File: config.mk
export PLATFORM = sky130hd
export DESIGN_NAME = i2c_slave_responder
export DESIGN_NICKNAME = d
export VERILOG_FILES = /design/src/rtl/i2c_slave_responder.sv
export SDC_FILE = /design/constraint.sdc
export NUM_CORES = 1
export LEC_CHECK = 0
export ABC_AREA = 1
export BUFFER_PORTS_ARGS = -buffer_cell sky130_fd_sc_hd__buf_4
export CAP_MARGIN = 20
export CORE_UTILIZATION = 50
export DETAILED_ROUTE_END_ITERATION = 6
export PLACE_DENSITY = 0.76
export SYNTH_ARGS = -nofsm -noshare
export SYNTH_HDL_FRONTEND = slang
export SYNTH_SLANG_ARGS = --single-unit
File: constraint.sdc
create_clock -name clk -period 1.98 [get_ports clk]
set_input_delay 0.297 -clock clk [delete_from_list [all_inputs] [get_ports clk]]
set_output_delay 0.297 -clock clk [all_outputs]
set_load 0.03 [all_outputs]
File: src/rtl/i2c_slave_responder.sv
// Single-byte I2C target: 2-flop synced SCL/SDA, START/STOP detect, 7-bit address match with ACK,
// one-byte write receive or one-byte read return; SDA driven open-drain via o_sda_oe.
module i2c_slave_responder #(
    parameter logic [6:0] SLAVE_ADDR = 7'h50
) (
    input  logic       clk,
    input  logic       rst_n,
    input  logic       i_scl,
    input  logic       i_sda,
    output logic       o_sda_oe,
    input  logic [7:0] i_tx_data,
    output logic [7:0] o_rx_data,
    output logic       o_rx_valid,
    output logic       o_rd_req,
    output logic       o_master_ack,
    output logic       o_done,
    output logic       o_busy
);

    typedef enum logic [2:0] {
        IDLE, ADDR, ADDR_ACK, WR_BYTE, WR_ACK, RD_BYTE, RD_ACK, WAIT_STOP
    } state_t;

    state_t     state_q;
    logic [2:0] scl_q, sda_q;
    logic [2:0] bit_cnt_q;
    logic [7:0] shift_q, tx_q;
    logic       rw_q, ack_drv_q;

    // Edges compare the 3rd sync flop against the 2nd; bits are sampled from the 2nd.
    logic       scl_rise, scl_fall, start_det, stop_det;
    logic [7:0] shift_d;
    assign scl_rise  = scl_q[1] & ~scl_q[2];
    assign scl_fall  = ~scl_q[1] & scl_q[2];
    assign start_det = scl_q[1] & scl_q[2] & ~sda_q[1] & sda_q[2];
    assign stop_det  = scl_q[1] & scl_q[2] & sda_q[1] & ~sda_q[2];
    assign shift_d   = {shift_q[6:0], sda_q[1]};

    always_ff @(posedge clk or negedge rst_n) begin
        if (!rst_n) begin
            scl_q        <= 3'b111;
            sda_q        <= 3'b111;
            state_q      <= IDLE;
            bit_cnt_q    <= 3'd0;
            shift_q      <= 8'h00;
            tx_q         <= 8'h00;
            rw_q         <= 1'b0;
            ack_drv_q    <= 1'b0;
            o_sda_oe     <= 1'b0;
            o_rx_data    <= 8'h00;
            o_rx_valid   <= 1'b0;
            o_rd_req     <= 1'b0;
            o_master_ack <= 1'b0;
            o_done       <= 1'b0;
            o_busy       <= 1'b0;
        end else begin
            scl_q      <= {scl_q[1:0], i_scl};
            sda_q      <= {sda_q[1:0], i_sda};
            o_rx_valid <= 1'b0;
            o_rd_req   <= 1'b0;
            o_done     <= 1'b0;
            if (start_det) begin
                state_q   <= ADDR;
                bit_cnt_q <= 3'd0;
                o_sda_oe  <= 1'b0;
                o_busy    <= 1'b0;
            end else if (stop_det) begin
                state_q  <= IDLE;
                o_sda_oe <= 1'b0;
                o_busy   <= 1'b0;
            end else begin
                case (state_q)
                    ADDR: if (scl_rise) begin
                        shift_q   <= shift_d;
                        bit_cnt_q <= bit_cnt_q + 3'd1;
                        if (bit_cnt_q == 3'd7) begin
                            if (shift_d[7:1] == SLAVE_ADDR) begin
                                state_q   <= ADDR_ACK;
                                rw_q      <= shift_d[0];
                                ack_drv_q <= 1'b0;
                                o_busy    <= 1'b1;
                                o_rd_req  <= shift_d[0];
                            end else begin
                                state_q <= WAIT_STOP;
                            end
                        end
                    end
                    ADDR_ACK: if (scl_fall) begin
                        if (!ack_drv_q) begin
                            ack_drv_q <= 1'b1;
                            o_sda_oe  <= 1'b1;
                        end else if (rw_q) begin
                            // Read data MSB goes out on the same fall that ends the ACK.
                            tx_q      <= i_tx_data;
                            o_sda_oe  <= ~i_tx_data[7];
                            bit_cnt_q <= 3'd0;
                            state_q   <= RD_BYTE;
                        end else begin
                            o_sda_oe  <= 1'b0;
                            bit_cnt_q <= 3'd0;
                            state_q   <= WR_BYTE;
                        end
                    end
                    WR_BYTE: if (scl_rise) begin
                        shift_q   <= shift_d;
                        bit_cnt_q <= bit_cnt_q + 3'd1;
                        if (bit_cnt_q == 3'd7) begin
                            o_rx_data  <= shift_d;
                            o_rx_valid <= 1'b1;
                            ack_drv_q  <= 1'b0;
                            state_q    <= WR_ACK;
                        end
                    end
                    WR_ACK: if (scl_fall) begin
                        if (!ack_drv_q) begin
                            ack_drv_q <= 1'b1;
                            o_sda_oe  <= 1'b1;
                        end else begin
                            o_sda_oe <= 1'b0;
                            o_done   <= 1'b1;
                            state_q  <= WAIT_STOP;
                        end
                    end
                    RD_BYTE: if (scl_fall) begin
                        bit_cnt_q <= bit_cnt_q + 3'd1;
                        if (bit_cnt_q == 3'd7) begin
                            o_sda_oe <= 1'b0;
                            state_q  <= RD_ACK;
                        end else begin
                            o_sda_oe <= ~tx_q[6];
                            tx_q     <= {tx_q[6:0], 1'b0};
                        end
                    end
                    RD_ACK: if (scl_rise) begin
                        o_master_ack <= ~sda_q[1];
                        o_done       <= 1'b1;
                        state_q      <= WAIT_STOP;
                    end
                    IDLE, WAIT_STOP: o_sda_oe <= 1'b0;
                    default:         state_q  <= IDLE;
                endcase
            end
        end
    end

endmodule

==> summary.txt, run 1 <==
Clocking
  • TritonCTS Buffers: 5
  • Max clock buf depth: 2
  • # H-tree levels: 2
  • Sink Count: 42
  • Clock Pin Slew Worst Setup and Hold Paths: about 0.080 ns
  • TritonCTS clock tree: yes
  • Clk_lat worst skew: 0.30 ns
  • CTS root buf: clkbuf_8

Drt
  • DRT Pass-1 Iters: 4
  • 1st-iter DRT viols: between 200 and 250
  • Routed vias/inst: around 5.3
  • ANT nets after route: 0
  • Drc violations: 0
  • Final Routed Wirelength: 4420 microns
  • Post-detailed-route wirelength per cell: about 13 microns
  • Vias post-DR: 1801

Place
  • Port buffer count: 25
  • Area after DPL: around 2400 sq um
  • HPWL after DPL: roughly 3300 microns
  • Routability cong.: ~0.95
  • Placed cells: ~330

Power and ir drop
  • P_sw: about 1400 uW
  • Register share of total power: 0.391
  • Maximum vdd drop: between 0.6 and 0.7 mV
  • Combinational cell fraction of total power: 0.431
  • Clock power share: 0.177
  • Net Sw Frac: 0.435
  • Lkg Pwr: roughly 0.0013 uW
  • Power per cell area: 1320 nW/um^2
  • Internal power component: ~1900 uW

Floorplan
  • Initial Util: 0.536
  • DIE HEIGHT: between 60 and 70 microns
  • Placement row count: 23
  • Core area: around 4100 sq um
  • Die area: ~4700 sq um
  • Horiz. Die Dim: between 60 and 70 microns
  • # IOs: 26

Synth
  • Post-synthesis net count: between 200 and 300
  • Cell Area, Synth: between 2000 and 2500 sq um
  • Synth cell types: 30
  • Area contributors post-synth: dfrtp_1 41%, nand2_1 13%, dfstp_2 7.1%
  • Seq/Total Area, Yosys: 0.480
  • Cells after Synth: 263
  • Synthesized area per cell: about 8.4 sq um
  • Synth Register Bits: 42
  • Yosys top cell by area: dfrtp_1
  • Warnings, synthesis: 0
  • Post-synth top area share: 0.408

STA
  • Final setup vio count: 0
  • Slew HR: 0.653
  • Setup TNS Final: 0 ns
  • Final Hold Fails: 0
  • Clock Skew: roughly 0.0044 ns
  • Peak Freq: ~570 MHz
  • Final critical-path required period: between 1.5 and 2 ns
  • Final slew viol count: 0
  • Final hold slack: just under 0.1 ns
  • Unrepaired setup endpoints after global routing: false
  • Period utilization: 0.883
  • Slew @ Worst Pin: 0.521 ns

Status
  • Status: finished clean

Setup path
  • Critical Path Source Type: register
  • Crit-path cells: inv_8 > nor2_2 > nand3_1 > nand2_1 > nor2_2 > nand2_2 > nand2_1 > o21ai_2
  • Crit path buffers/inverters: 1
  • Worst path slowest cell: dfrtp_1
  • Worst EP arrival: around 2 ns
  • CP max stage delay: 0.63 ns
  • CP endpoint kind: register
  • Setup CP Type: register to register
  • Crit-path leading delay family: simple AND/OR/NAND/NOR gates
  • CP Max Fanout: 14
  • Required time worst endpoint: between 2 and 2.5 ns

Global routing
  • Global-route usage over all layers: 0.223
  • Largest net degree at the start of global routing: between 40 and 50
  • Initial antenna violation count: 0
  • Total gr overflow: 0
  • First-pass GRT wire length: around 7500 microns
  • Number of global-route vias before repair: between 1500 and 2000

Finish
  • Diodes inserted: 0
  • Fillcell total: approximately 370
  • Register area: between 1000 and 1500 sq um
  • Share of cells above drive strength 1: 0.240
  • Syn-to-layout area delta: 14.0%
  • Multi-input logic area: slightly below 1000 sq um
  • Design Area, Final: between 2000 and 3000 sq um
  • Final non-filler cell total: ~340
  • Nets: roughly 310

Run
  • Max cap viols: 0

Worst hold path
  • Worst min path class: input pin to register
==> timing repair <==
item                                   in CTS  in global routing
setup buffers                               0                  0
hold buffers                                1                  0
resized for setup                           0                  0
endpoints found under the hold margin      34                  0
==> cell usage after synthesis <==
| library cell | n |
|---|---|
| nand2_1 | 79 |
| dfrtp_1 | 36 |
| inv_1 | 22 |
| nor2_1 | 21 |
| nand3_1 | 19 |
| o21ai_0 | 15 |
| o21ai_1 | 8 |
| o21ai_2 | 8 |
| nand2_2 | 7 |
| dfstp_2 | 6 |
| mux2i_1 | 6 |
| a21oi_1 | 5 |
| buf_6 | 4 |
| nor2_2 | 4 |
| inv_2 | 3 |
| nand4_1 | 3 |
| buf_2 | 2 |
| ha_1 | 2 |
| nor2_8 | 2 |
| a211oi_1 | 1 |
| a31o_2 | 1 |
| buf_4 | 1 |
| inv_6 | 1 |
| inv_8 | 1 |
| nand2_4 | 1 |
| nand2_8 | 1 |
| nor2_4 | 1 |
| nor3_1 | 1 |
| nor4_1 | 1 |
| o211ai_1 | 1 |
==> final cells by class <==
class | count | area share
inverters | 27 | 0.0453
clock buffers | 7 | 0.0343
clock inverters | 1 | 0.00348
repair buffers | 28 | 0.0846
multi-input cells | 187 | 0.386
well taps | 50 | 0.0249
flip-flops and latches | 42 | 0.421
==> cells in the final DEF (no fill, tap or decap), types with 2 or more instances in the layout <==
cell | synthesis | final
a21oi_1 | 5 | 5
clkbuf_8 | 0 | 6
nor2_1 | 21 | 21
nand4_1 | 3 | 3
o21ai_2 | 8 | 8
o21ai_0 | 15 | 15
dfstp_2 | 6 | 6
ha_1 | 2 | 2
nand2_1 | 79 | 79
inv_6 | 1 | 2
o21ai_1 | 8 | 8
nand3_1 | 19 | 19
nor2_2 | 4 | 4
dfrtp_1 | 36 | 36
nor2_8 | 2 | 2
inv_2 | 3 | 3
nand2_2 | 7 | 7
buf_4 | 1 | 27
mux2i_1 | 6 | 6
inv_1 | 22 | 22
==> power groups by stage <==
stage | combinational [uW] | sequential (uW) | clock [uW]
3_3_place_gp | 1420 | 1310 | 0
4_1_cts | 1430 | 1300 | 603
6_report | 1430 | 1300 | 590
2_1_floorplan | 1240 | 1230 | 0
5_1_grt | 1630 | 1320 | 634
3_5_place_dp | 1410 | 1310 | 0
==> worst paths after layout <==
kind	startpoint	endpoint	slack (ns)	cells past startpoint
worst min register to register	scl_q[0]	scl_q[1]	0.36	0
max in group asynchronous	rst_n	scl_q[0]	1.09	2
min in group asynchronous	rst_n	o_rx_data[6]	0.52	2
worst min-delay path	i_sda	sda_q[0]	0.1	1
worst max-delay path	state_q[1]	tx_q[1]	0.23	8
worst max register to register	state_q[1]	tx_q[1]	0.23	8
==> logic make-up (layout without fill, tap and decap cells) <==
family,count (synthesis),after routing,share of synthesized area
simple gates,140,140,0.296
flops,42,42,0.480
compound gates,39,39,0.106
buf+inv,34,63,0.0800
mux,6,6,0.0272
fa+ha+maj,2,2,0.0113
==> state kept, by name, summed over array words and instances (netlist names), 3 cells and up <==
register   count
sda_q          3
scl_q          3
shift_q        7
bit_cnt_q      3
tx_q           7
state_q        3
o_rx_data      8
==> metal layers <==
| layer | routed length [microns] | share of wire | track usage |
|---|---|---|---|
| met5 | 0 | 0 | 0 |
| met4 | 74 | 0.017 | 0.0885 |
| met3 | 263 | 0.060 | 0.0400 |
| met2 | 2020 | 0.46 | 0.344 |
| met1 | 2050 | 0.47 | 0.308 |
==> metrics by stage <==
stage / util / setup slack, ns / total power, uW
6_report: 0.611 / 0.233 / 3320
5_1_grt: 0.611 / 0.0753 / 3580
4_1_cts: 0.611 / 0.245 / 3330
3_5_place_dp: 0.585 / 0.251 / 2730
3_3_place_gp: 0.585 / 0.278 / 2730
2_1_floorplan: - / 0.505 / 2470
Power figures use the tool's default switching activity.
==> run 2: changes to the inputs <==
--- a/config.mk
+++ b/config.mk
@@ -8,9 +8,11 @@
 export ABC_AREA = 1
 export BUFFER_PORTS_ARGS = -buffer_cell sky130_fd_sc_hd__buf_4
 export CAP_MARGIN = 20
-export CORE_UTILIZATION = 50
+export CELL_PAD_IN_SITES_DETAIL_PLACEMENT = 1
+export CELL_PAD_IN_SITES_GLOBAL_PLACEMENT = 2
+export CORE_UTILIZATION = 35
 export DETAILED_ROUTE_END_ITERATION = 6
-export PLACE_DENSITY = 0.76
+export PLACE_DENSITY = 0.85
 export SYNTH_ARGS = -nofsm -noshare
 export SYNTH_HDL_FRONTEND = slang
 export SYNTH_SLANG_ARGS = --single-unit
==> summary.txt, run 2 (synthesis gave the netlist of run 1 again) <==
Status
  • Status: finished clean

Finish
  • Diodes inserted: 0
  • Largest Register: o_rx_data
  • Final core utilization: 0.426
  • Register area: roughly 1100 sq um
  • Share of cells above drive strength 1: 0.246
  • Fillcell total: about 740
  • Multi-input logic area: approximately 1000 sq um
  • Max reg flops: 8
  • Commonest non-fill, non-tap cell in the layout: nand2_1
  • Nets: slightly above 300
  • Syn-to-layout area delta: 15.7%
  • Final non-filler cell total: roughly 370
  • Biggest regs: o_rx_data x8, shift_q x7, tx_q x7
  • Most frequent cells in the layout: 79 x nand2_1, 36 x dfrtp_1, 28 x buf_4, 22 x inv_1, 21 x nor2_1

Clocking
  • TritonCTS Buffers: 5
  • CTS root buf: clkbuf_8
  • Post-CTS Setup Inserts: 0
  • Max clock buf depth: 2
  • TritonCTS clock tree: yes
  • # H-tree levels: 2
  • Clk_lat worst skew: ~0.29 ns
  • Sink Count: 42
  • Cts repair resizes: 0
  • Clock Pin Slew Worst Setup and Hold Paths: about 0.08 ns

STA
  • Period utilization: 0.888
  • Peak Freq: ~570 MHz
  • Final setup vio count: 0
  • Slew @ Worst Pin: 0.523 ns
  • Final hold slack: 0.109 ns
  • Clock Skew: around 0.0057 ns
  • Unrepaired setup endpoints after global routing: false
  • Slew HR: 0.652
  • Final critical-path required period: ~1.8 ns
  • Setup TNS Final: 0 ns
  • Final slew viol count: 0
  • Final Hold Fails: 0

Power and ir drop
  • Maximum vdd drop: approximately 0.56 mV
  • Power per cell area: 1320 nW/um^2
  • Lkg Pwr: 0.00128 uW

Drt
  • Vias post-DR: between 1500 and 2000
  • Drc violations: 0
  • 1st-iter DRT viols: 54
  • DRT Pass-1 Iters: 4
  • Final Routed Wirelength: ~5300 microns
  • ANT nets after route: 0
  • Routed vias/inst: a little under 5
  • Post-detailed-route wirelength per cell: around 14 microns

Place
  • Port buffer count: 25
  • HPWL after DPL: around 4000 microns
  • Placed cells: ~360
  • Routability cong.: between 0.8 and 0.9

Global routing
  • Global-route usage over all layers: 0.184
  • Initial antenna violation count: 0
  • Largest net degree at the start of global routing: 43
  • Total gr overflow: 0
  • Number of global-route vias before repair: approximately 1800
  • First-pass GRT wire length: between 8000 and 9000 microns

Floorplan
  • Core area: approximately 6000 sq um
  • # IOs: 26
  • Die area: 6620 sq um
  • DIE HEIGHT: 81.4 microns
  • Initial Util: 0.368
  • Placement row count: 28
  • Horiz. Die Dim: around 80 microns

Worst hold path
  • Worst min path class: input pin to register

Setup path
  • Setup CP Type: register to register
  • Required time worst endpoint: 2.16 ns
  • Worst EP arrival: 1.93 ns
  • CP endpoint kind: register
  • Critical Path Source Type: register
  • CP Max Fanout: 14

Run
  • Max cap viols: 0
-- run 2: per-stage QoR --
stage | power, uW | instance area (sq um) | setup WS [ns]
6_report | 3360 | 2550 | 0.222
2_1_floorplan | 2470 | 2210 | 0.505
3_3_place_gp | 2790 | 2450 | 0.222
5_1_grt | 3640 | 2550 | 0.0776
3_5_place_dp | 2810 | 2450 | 0.220
4_1_cts | 3410 | 2550 | 0.203
-- run 2: area by class of cell --
class / count / area share
clock buffers: 6 / 0.0324
repair buffers: 29 / 0.0863
well taps: 75 / 0.0368
inverters: 27 / 0.0446
multi-input cells: 187 / 0.380
flip-flops and latches: 42 / 0.415
clock inverters: 2 / 0.00490
-- run 2: final timing paths --
kind,start,end,slack [ns],depth (start not counted)
setup / recovery,state_q[0],tx_q[1],0.22,7
hold / removal,i_sda,sda_q[0],0.11,1
setup reg to reg,state_q[0],tx_q[1],0.22,7
hold reg to reg,scl_q[0],scl_q[1],0.36,0
max in group asynchronous,rst_n,sda_q[2],1.08,2
min in group asynchronous,rst_n,o_rx_data[5],0.52,2
-- run 2: what timing repair did --
item | CTS | global route
endpoints found under the setup margin | 0 | 0
endpoints found under the hold margin | 36 | 0
hold buffers | 1 | 0
-- run 2: metal layers --
layer	GRT usage	wire [microns]	up-vias
li1	-	-	897
met1	0.242	2550	881
met2	0.298	2550	19
met3	0.0326	118	7
met4	0.0696	78	0
met5	0	0	-
-- run 2: where the power goes --
part	internal, uW	leakage (uW)	switching [uW]
Sequential	1070	0.000535	218
Combinational	531	0.000701	961
Clock	280	0.0000472	298
-- run 2: worst max-delay path, cell delays in order (launching register included) --
cell and delay (ns):
dfrtp_1 0.64, nand2_8 0.11, nor2_8 0.14, inv_1 0.08
o21ai_0 0.19, nand2_2 0.26, nand2_1 0.16, o21ai_2 0.06
